==> config.mk <==
export PLATFORM = sky130hd
export DESIGN_NAME = calendar_date_counter
export DESIGN_NICKNAME = d
export VERILOG_FILES = /design/src/rtl/calendar_date_counter.sv
export SDC_FILE = /design/constraint.sdc
export NUM_CORES = 1
export LEC_CHECK = 0
export ABC_AREA = 1
export CAP_MARGIN = 20
export CORE_MARGIN = 2
export CORE_UTILIZATION = 26
export CTS_CLUSTER_DIAMETER = 30
export DETAILED_ROUTE_END_ITERATION = 16
export PLACE_DENSITY = 0.54
export SLEW_MARGIN = 20
export SYNTH_ARGS = -nofsm -noshare
export SYNTH_HDL_FRONTEND = slang
export SYNTH_SLANG_ARGS = --single-unit
==> constraint.sdc <==
create_clock -name clk -period 10.4 [get_ports clk]
set_input_delay 1.04 -clock clk [delete_from_list [all_inputs] [get_ports clk]]
set_output_delay 1.04 -clock clk [all_outputs]
set_load 0.02 [all_outputs]
==> src/rtl/calendar_date_counter.sv <==
// -----------------------------------------------------------------------------
// calendar_date_counter
//
// Running calendar date (day, month, year) advanced one day per tick_i pulse.
// Day-of-year and the leap flag are maintained incrementally alongside the date.
// New dates are loaded over a valid/ready handshake. Each load is captured into
// shadow registers, validated for one cycle (CHECK) and then committed (COMMIT).
// An invalid load pulses load_err_o and leaves the current date untouched.
//
// Optional feature macro: DAY_OF_WEEK_EN
//   When defined, this adds load_dow_i/dow_o. dow_o is the day of week
//   (0=Sunday). It advances on every accepted tick and is replaced on commit.
//
// Ports:
//   clk            system clock, rising edge
//   rst_n          asynchronous active-low reset
//   tick_i         advance the date by one day (single-cycle pulse)
//   load_valid_i   load request; accepted while load_ready_o is high
//   load_ready_o   high in IDLE only
//   load_day_i     day of month to load (1-31)
//   load_month_i   month to load (1-12)
//   load_year_i    year to load
//   load_dow_i     day of week to load (DAY_OF_WEEK_EN only)
//   load_err_o     one-cycle pulse when a load is rejected
//   day_o          current day of month
//   month_o        current month
//   year_o         current year
//   day_of_year_o  current day of year (1-366)
//   leap_o         current year is a leap year
//   dow_o          current day of week (DAY_OF_WEEK_EN only)
//   year_wrap_o    one-cycle pulse when the year rolls over from max to 0
// -----------------------------------------------------------------------------
module calendar_date_counter #(
    parameter int unsigned YEAR_W   = 11,
    parameter int unsigned RST_YEAR = 2000,
    parameter int unsigned RST_DOW  = 6
) (
    input  logic              clk,
    input  logic              rst_n,
    input  logic              tick_i,
    input  logic              load_valid_i,
    output logic              load_ready_o,
    input  logic [5:0]        load_day_i,
    input  logic [3:0]        load_month_i,
    input  logic [YEAR_W-1:0] load_year_i,
    output logic              load_err_o,
    output logic [5:0]        day_o,
    output logic [3:0]        month_o,
    output logic [YEAR_W-1:0] year_o,
    output logic [8:0]        day_of_year_o,
    output logic              leap_o,
`ifdef DAY_OF_WEEK_EN
    input  logic [2:0]        load_dow_i,
    output logic [2:0]        dow_o,
`endif
    output logic              year_wrap_o
);

    // Catch parameter sets that cannot be represented, at elaboration time.
    if (((RST_YEAR >> YEAR_W) != 0) || (RST_DOW > 6)) begin : g_param_check
        $error("calendar_date_counter: RST_YEAR or RST_DOW out of range");
    end

    localparam logic [YEAR_W-1:0] RstYearV = YEAR_W'(RST_YEAR);
    localparam logic [YEAR_W-1:0] YearOne  = YEAR_W'(1);
    localparam logic              RstLeap  = ((RST_YEAR % 400) == 0) ||
                                             (((RST_YEAR % 4) == 0) && ((RST_YEAR % 100) != 0));

    typedef enum logic [1:0] {
        StIdle,
        StCheck,
        StCommit
    } state_e;

    // -------------------------------------------------------------------------
    // Calendar helper functions
    // -------------------------------------------------------------------------
    function automatic logic f_leap(input logic [YEAR_W-1:0] y);
        logic [31:0] v;
        v = 32'(y);
        return ((v % 32'd400) == 32'd0) ||
               ((v[1:0] == 2'b00) && ((v % 32'd100) != 32'd0));
    endfunction

    // Returns 0 for an out-of-range month so such a load can never validate.
    function automatic logic [5:0] f_month_len(input logic [3:0] m, input logic lp);
        logic [5:0] len;
        case (m)
            4'd1, 4'd3, 4'd5, 4'd7, 4'd8, 4'd10, 4'd12: len = 6'd31;
            4'd4, 4'd6, 4'd9, 4'd11:                   len = 6'd30;
            4'd2:                                      len = lp ? 6'd29 : 6'd28;
            default:                                   len = 6'd0;
        endcase
        return len;
    endfunction

    // Days before the first of month m in a non-leap year.
    function automatic logic [8:0] f_month_offset(input logic [3:0] m);
        logic [8:0] off;
        case (m)
            4'd1:    off = 9'd0;
            4'd2:    off = 9'd31;
            4'd3:    off = 9'd59;
            4'd4:    off = 9'd90;
            4'd5:    off = 9'd120;
            4'd6:    off = 9'd151;
            4'd7:    off = 9'd181;
            4'd8:    off = 9'd212;
            4'd9:    off = 9'd243;
            4'd10:   off = 9'd273;
            4'd11:   off = 9'd304;
            4'd12:   off = 9'd334;
            default: off = 9'd0;
        endcase
        return off;
    endfunction

    // -------------------------------------------------------------------------
    // Registers
    // -------------------------------------------------------------------------
    state_e            r_state;
    logic [5:0]        r_day;
    logic [3:0]        r_month;
    logic [YEAR_W-1:0] r_year;
    logic [8:0]        r_doy;
    logic              r_leap;
    logic              r_err;
    logic              r_wrap;

    // Shadow copy of a load in flight.
    logic [5:0]        r_ld_day;
    logic [3:0]        r_ld_month;
    logic [YEAR_W-1:0] r_ld_year;
    logic [8:0]        r_ld_doy;
    logic              r_ld_leap;

    state_e            w_state_d;
    logic [5:0]        w_day_d;
    logic [3:0]        w_month_d;
    logic [YEAR_W-1:0] w_year_d;
    logic [8:0]        w_doy_d;
    logic              w_leap_d;
    logic              w_err_d;
    logic              w_wrap_d;
    logic [5:0]        w_ld_day_d;
    logic [3:0]        w_ld_month_d;
    logic [YEAR_W-1:0] w_ld_year_d;
    logic [8:0]        w_ld_doy_d;
    logic              w_ld_leap_d;

`ifdef DAY_OF_WEEK_EN
    localparam logic [2:0] RstDowV = 3'(RST_DOW);
    logic [2:0] r_dow;
    logic [2:0] r_ld_dow;
    logic [2:0] w_dow_d;
    logic [2:0] w_ld_dow_d;
    logic       w_ld_dow_ok;
    assign w_ld_dow_ok = (r_ld_dow <= 3'd6);
`else
    logic       w_ld_dow_ok;
    assign w_ld_dow_ok = 1'b1;
`endif

    // -------------------------------------------------------------------------
    // Combinational helpers
    // -------------------------------------------------------------------------
    logic [5:0] w_cur_mlen;
    logic       w_ld_leap;
    logic [5:0] w_ld_mlen;
    logic       w_ld_ok;
    logic [8:0] w_ld_doy;

    assign w_cur_mlen = f_month_len(r_month, r_leap);
    assign w_ld_leap  = f_leap(r_ld_year);
    assign w_ld_mlen  = f_month_len(r_ld_month, w_ld_leap);
    assign w_ld_ok    = (r_ld_month != 4'd0) && (r_ld_month <= 4'd12) &&
                        (r_ld_day != 6'd0) && (r_ld_day <= w_ld_mlen) && w_ld_dow_ok;
    // The February 29th correction applies only to dates after February.
    assign w_ld_doy   = f_month_offset(r_ld_month) + 9'(r_ld_day) +
                        9'(w_ld_leap && (r_ld_month > 4'd2));

    // -------------------------------------------------------------------------
    // Next-state logic
    // -------------------------------------------------------------------------
    always_comb begin
        w_state_d    = r_state;
        w_day_d      = r_day;
        w_month_d    = r_month;
        w_year_d     = r_year;
        w_doy_d      = r_doy;
        w_leap_d     = r_leap;
        w_err_d      = 1'b0;
        w_wrap_d     = 1'b0;
        w_ld_day_d   = r_ld_day;
        w_ld_month_d = r_ld_month;
        w_ld_year_d  = r_ld_year;
        w_ld_doy_d   = r_ld_doy;
        w_ld_leap_d  = r_ld_leap;
`ifdef DAY_OF_WEEK_EN
        w_dow_d      = r_dow;
        w_ld_dow_d   = r_ld_dow;
`endif

        unique case (r_state)
            StIdle: begin
                if (load_valid_i) begin
                    // A load takes priority; a coincident tick is dropped.
                    w_ld_day_d   = load_day_i;
                    w_ld_month_d = load_month_i;
                    w_ld_year_d  = load_year_i;
`ifdef DAY_OF_WEEK_EN
                    w_ld_dow_d   = load_dow_i;
`endif
                    w_state_d    = StCheck;
                end else if (tick_i) begin
`ifdef DAY_OF_WEEK_EN
                    w_dow_d = (r_dow >= 3'd6) ? 3'd0 : r_dow + 3'd1;
`endif
                    if (r_day < w_cur_mlen) begin
                        w_day_d = r_day + 6'd1;
                        w_doy_d = r_doy + 9'd1;
                    end else if (r_month != 4'd12) begin
                        w_day_d   = 6'd1;
                        w_month_d = r_month + 4'd1;
                        w_doy_d   = r_doy + 9'd1;
                    end else begin
                        w_day_d   = 6'd1;
                        w_month_d = 4'd1;
                        w_doy_d   = 9'd1;
                        if (r_year == '1) begin
                            // Year 0 is divisible by 400, hence leap.
                            w_year_d = '0;
                            w_leap_d = 1'b1;
                            w_wrap_d = 1'b1;
                        end else begin
                            w_year_d = r_year + YearOne;
                            w_leap_d = f_leap(r_year + YearOne);
                        end
                    end
                end
            end

            StCheck: begin
                if (!w_ld_ok) begin
                    w_err_d   = 1'b1;
                    w_state_d = StIdle;
                end else begin
                    w_ld_leap_d = w_ld_leap;
                    w_ld_doy_d  = w_ld_doy;
                    w_state_d   = StCommit;
                end
            end

            StCommit: begin
                w_day_d   = r_ld_day;
                w_month_d = r_ld_month;
                w_year_d  = r_ld_year;
                w_doy_d   = r_ld_doy;
                w_leap_d  = r_ld_leap;
`ifdef DAY_OF_WEEK_EN
                w_dow_d   = r_ld_dow;
`endif
                w_state_d = StIdle;
            end

            default: w_state_d = StIdle;
        endcase
    end

    // -------------------------------------------------------------------------
    // State registers
    // -------------------------------------------------------------------------
    always_ff @(posedge clk or negedge rst_n) begin
        if (!rst_n) begin
            r_state    <= StIdle;
            r_day      <= 6'd1;
            r_month    <= 4'd1;
            r_year     <= RstYearV;
            r_doy      <= 9'd1;
            r_leap     <= RstLeap;
            r_err      <= 1'b0;
            r_wrap     <= 1'b0;
            r_ld_day   <= 6'd0;
            r_ld_month <= 4'd0;
            r_ld_year  <= '0;
            r_ld_doy   <= 9'd0;
            r_ld_leap  <= 1'b0;
        end else begin
            r_state    <= w_state_d;
            r_day      <= w_day_d;
            r_month    <= w_month_d;
            r_year     <= w_year_d;
            r_doy      <= w_doy_d;
            r_leap     <= w_leap_d;
            r_err      <= w_err_d;
            r_wrap     <= w_wrap_d;
            r_ld_day   <= w_ld_day_d;
            r_ld_month <= w_ld_month_d;
            r_ld_year  <= w_ld_year_d;
            r_ld_doy   <= w_ld_doy_d;
            r_ld_leap  <= w_ld_leap_d;
        end
    end

`ifdef DAY_OF_WEEK_EN
    always_ff @(posedge clk or negedge rst_n) begin
        if (!rst_n) begin
            r_dow    <= RstDowV;
            r_ld_dow <= 3'd0;
        end else begin
            r_dow    <= w_dow_d;
            r_ld_dow <= w_ld_dow_d;
        end
    end

    assign dow_o = r_dow;
`endif

    // -------------------------------------------------------------------------
    // Outputs
    // -------------------------------------------------------------------------
    assign load_ready_o  = (r_state == StIdle);
    assign load_err_o    = r_err;
    assign year_wrap_o   = r_wrap;
    assign day_o         = r_day;
    assign month_o       = r_month;
    assign year_o        = r_year;
    assign day_of_year_o = r_doy;
    assign leap_o        = r_leap;

endmodule

* After elaboration in Yosys (flattened, before gate mapping)
Memory sizes are Yosys's and may differ from the RTL's. Index checks and enable logic that the tools add are counted. Widths: inputs -> output; s select.
Storage, ports and cells: RAM bits 0, flip-flop bits (word level) 66, bits in read-only memories 144, output and inout bits 34, memories 1, logic and storage cells 129, bits of input ports 25, latch bits 0
Memories:
- (no name shown) | words 16, bits a word 9, read ports 1, clocked after Yosys merged registers in 0, write ports 0, line 100 | case (m)
Cells by class: mux-type cells 41, divide/modulo/power cells 4, $mul 0, bitwise gates (word level) 0, shift-type cells 0, order comparisons 4, reductions and logical operators 27, add/sub/neg operators 6, equality and inequality tests 33
Operators with widths (count):
- $logic_not 32->1 | 2
- $mod 11x7->32 const B | 2
- $mod 11x9->32 const B | 2
- $reduce_bool 32->1 | 2
- $mux 11 | 5
- $eq 4x4->1 const B | 10
- $mux 9 | 4
- $eq 4x3->1 const B | 8
- $pmux 5 s3 | 2
- $pmux 11 s2 | 1
- $mux 6 | 3
- $pmux 9 s2 | 1
- $eq 4x2->1 const B | 4
- $mux 4 | 4
- $mux 1 | 15
- $reduce_or 7->1 | 2
- $pmux 6 s2 | 1
- $add 11x1->11 const B | 1
- $eq 11x11->1 const B | 1
- $ne 2x2->1 const B | 5
- $add 9x1->9 | 1
- $add 9x1->9 const B | 1
- $add 9x6->9 | 1
- $eq 4x1->1 const B | 2
- other kinds (24) | 35

* Longest topological paths before layout
depth after elaboration 11, gate-level depth with buffers 44, gate-level depth less buffers 44

* Worst setup path before layout
No wires, ideal clock.
path type reg-to-reg, from reg r_ld_year[6], to reg r_ld_doy[8], buffers on the path 0, slack 5.471 ns, data required time 10.273 ns, arrival time 4.802 ns, stages on the path, launching flop included 35, period minus slack after synthesis 4.929 ns, setup time 0.127 ns, cell sequence dfrtp_1 -> nor2_4 -> a21oi_1 -> ha_1 -> o21ai_0 -> inv_1 -> nor2_4 -> nand2_2 -> nand2_1 -> xor2_1 -> nor2_1 -> nand2_1 -> nand3_4 -> nand2_1 -> nand3_2 -> a21oi_4 -> nand3_2 -> nand2_1 -> nand2_1 -> nor2_1 -> xor2_1 -> nand2_1 -> nor2_1 -> nand3_1 -> nand2_1 -> a21oi_1 -> fa_1 -> fa_1 -> a31oi_1 -> o21ai_0 -> a21oi_1 -> nor2_1 -> nand2_1 -> xor2_1 -> o21ai_0
Between the ends: word-level cells in the longest chain between the ends 9, elaborated cells on any way between the ends 13, those cells by class 1 x add/sub; 2 x div; 1 x order compare; 2 x mux; 7 x reduce/logical
Ends and longest elaborated chain:
- from (decl) | line 133 | logic [YEAR_W-1:0] r_ld_year;
- from (signal assigned) | line 299 | r_ld_year <= w_ld_year_d;
- $mod 11x7->32 | line 82 | ((v[1:0] == 2'b00) && ((v % 32'd100) != 32'd0));
- $reduce_bool 32->1 | line 82
- $logic_and 1x1->1 | line 82
- $logic_or 1x1->1 (*) | line 81 | return ((v % 32'd400) == 32'd0) ||
- $mux 1 | line 91 | 4'd2: len = lp ? 6'd29 : 6'd28;
- $pmux 5 s3 | line 88 | case (m)
- $le 6x6->1 | line 177 | (r_ld_day != 6'd0) && (r_ld_day <= w_ld_mlen) && w_ld_dow_ok;
- $logic_and 1x1->1 | line 177
- $reduce_and 2->1 (no source line)
- to (signal assigned) | line 300 | r_ld_doy <= w_ld_doy_d;
- to (decl) | line 134 | logic [8:0] r_ld_doy;
Every way passes the cells marked *; elsewhere a longest branch is shown, timed or not. A chain may end at the register's enable or synchronous reset.

* Worst setup path in the final report
Ends and elaborated chain as after synthesis.

==> results.md <==
* Routed wire length at 16300 um
* Reg clk slew, reported paths at 0.06 ns
* Count of hold-fix buffers inserted at cts at 0
* Sequential cell area fraction in the yosys report at 0.280
* Full die area at 24100 um^2
* Layout cells sized above 1 at 0.118
* Reg2reg setup slack at 4.89 ns
* Post-CTS setup buffer count at 0
* Final Hold Vio Count at 0
* Synth area leader: dfrtp_1
* Final cell count without fillers at 1218
* Commonest non-fill, non-tap cell in the layout: nand2_1
* Asr flop ratio synth at 1.00
* CP dominant cell by count: nand2_1
* Setup crit start kind: flip-flop
* M3 GR Usage at 0.0281
* Vias in the first global route at 5266
* Cells taking the most area after synthesis: dfrtp_1, nand2_1, ha_1
* Longest Clk Path Bufs at 2
* GPL Wtd Cong at 0.872
* Area after DPL at 6850 um^2
* DP Wirelength at 12700 um
* Fillcell total at 2453
* RSZ-0062 raised after global routing: false
* Worst-path maximum fanout at 9
* Yosys warnings at 0
* Hold_sp: r_ld_doy[1]
* Syn Area/Cell at 6.83 um^2
* # resized after CTS at 0
* Seq cells post-synth at 66
* Vert. Die Dim at 155 um
* RR Startpoint: r_ld_year[6]
* Routed Antenna Nets at 0
* Overall via count from detail_route at 5711
* # rows at 55
* Tmin final at 5.51 ns
* Syn_nets at 929
* Rel. slew slack at 0.280
* Worst Setup End Kind: flip-flop
* Top_reg_cell synth: dfrtp_1
* Tcrit/Tclk final at 0.530
* IO Port Bufs at 58
* Largest net degree at the start of global routing at 67
* IO Pins at 59
* Vias per cell at 4.69
* Wire length per cell at 13.4 um
* Commonest non-fill, non-tap cells in the layout: nand2_1, inv_1, nor2_1
* Critical path class: reg2reg
* Global-route wire length before repair at 27400 um
* Final instance area at 7140 um^2
* Finish-stage setup viols at 0
* Crit path from: r_ld_year[6]
* EDFF count, synth at 0
* Starting Density at 0.263
* Yosys top cell area share at 0.236
* Hold crit path type: reg2reg
* Critical path's slowest cell: dfrtp_1
* 1st-iter DRT viols at 450
* Critical path's top delay family: simple AND/OR/NAND/NOR gates
* Final max-slew violation count at 0
* Number of max-cap violations at 0
* # DRC at 0
* CTS sink count at 66
* Gr busiest metal: met2
* Antenna Cells at 0
* Num CTS Buffers at 9
* Nets at 987
* CTS tree: built
* Synth Instances at 870
* Die X at 155 um
* Placed instance count at 1202
* Slew @ Worst Pin at 1.08 ns
* Met2 Track Usage GR at 0.214
* Setup TNS at 0 ns
* Met1 Use GR at 0.207
* CP max stage delay at 0.42 ns
* Max Clock Freq at 181 MHz
* Cell area after synthesis at 5940 um^2
* Critical path arrival at 5.73 ns
* Layout Skew at 0.00795 ns
* Grt total ovfl at 0
* H-tree level count at 3
* Run status: finished, final reports clean
* Area of the core at 22600 um^2
* 1st-pass router iterations at 5
* Gr usage total at 0.141
* Clock Tree Root: clkbuf_16
* Worst Path Buf+Inv at 1
* Post-synth cell types at 52
* Worst EP required at 10.62 ns
* Initial antenna violation count at 0
* Clk_lat worst skew at 0.34 ns
* Area Growth Syn to Fin at 20.0%
## Yosys cell counts, types with 9 or more instances
cell type,count
inv_2,15
o22ai_1,9
dfrtp_1,56
nand2_2,21
nor3_1,9
a21oi_1,25
clkbuf_1,12
nor2_1,68
nand4_1,32
ha_1,32
nand2_1,248
xor2_1,16
inv_1,104
o21ai_0,57
nand3_1,51
dfstp_2,10
## sequential cells by signal, summed over array words and instances (netlist names)
name and count:
r_ld_doy 9, r_ld_day 6, day_of_year_o 9, year_wrap_o 1, r_ld_year 11, year_o 11, r_ld_month 4, r_state 2
month_o 4, r_ld_leap 1, load_err_o 1, day_o 6, leap_o 1
## final timing paths
kind                       depth (start not counted)          endpoint
max in group asynchronous                          2        month_o[2]
hold reg to reg                                    2       r_ld_doy[1]
min in group asynchronous                          2  day_of_year_o[6]
setup / recovery                                  33       r_ld_doy[8]
hold / removal                                     2       r_ld_doy[1]
setup reg to reg                                  33       r_ld_doy[8]
## cell type report
type	instances	area, um^2	area share
Sequential cell	66	1660	0.233
Tap cell	285	357	0.0500
Timing Repair Buffer	62	606	0.0849
Clock inverter	2	12.5	0.00175
Clock buffer	14	274	0.0384
Multi-Input combinational cell	668	3770	0.528
Inverter	121	454	0.0637
## cell families (layout without fill, tap and decap cells)
family          after synthesis  after routing  synth area share
compound gates              136            136             0.140
flops                        66             66             0.280
buf+inv                     136            199            0.0861
xor+xnor                     23             23            0.0352
simple gates                475            475             0.385
fa+ha+maj                    34             34            0.0741
## worst reg2reg max path: cells and delay by family (launching register included)
| kind | cells | cell delay [ns] |
|---|---|---|
| xor gates and xnor gates | 3 | 0.55 |
| adders and majority gates | 3 | 1.02 |
| buffers and inverters | 1 | 0.18 |
| DFF | 1 | 0.42 |
| and+or+nand+nor | 18 | 2.03 |
| AOI/OAI and AO/OA | 8 | 1.20 |
## per-layer routing
layer	up-vias	wire, um
li1	2995	-
met1	2593	8350
met2	106	7000
met3	17	710
met4	0	201
met5	-	0
## metrics by stage
| step | hold WS, ns | setup WS, ns | util |
|---|---|---|---|
| after global placement | 0.460 | 5.00 | 0.303 |
| after CTS | 0.482 | 4.90 | 0.316 |
| final | 0.479 | 4.89 | 0.316 |
| after floorplan | 0.437 | 5.47 | - |
| after detailed placement | 0.468 | 4.92 | 0.303 |
| after global routing | 0.498 | 4.26 | 0.316 |
Power is left out: the tool's default activity adds up to more than one toggle a clock period on the data nets, which glitch-free logic cannot reach.
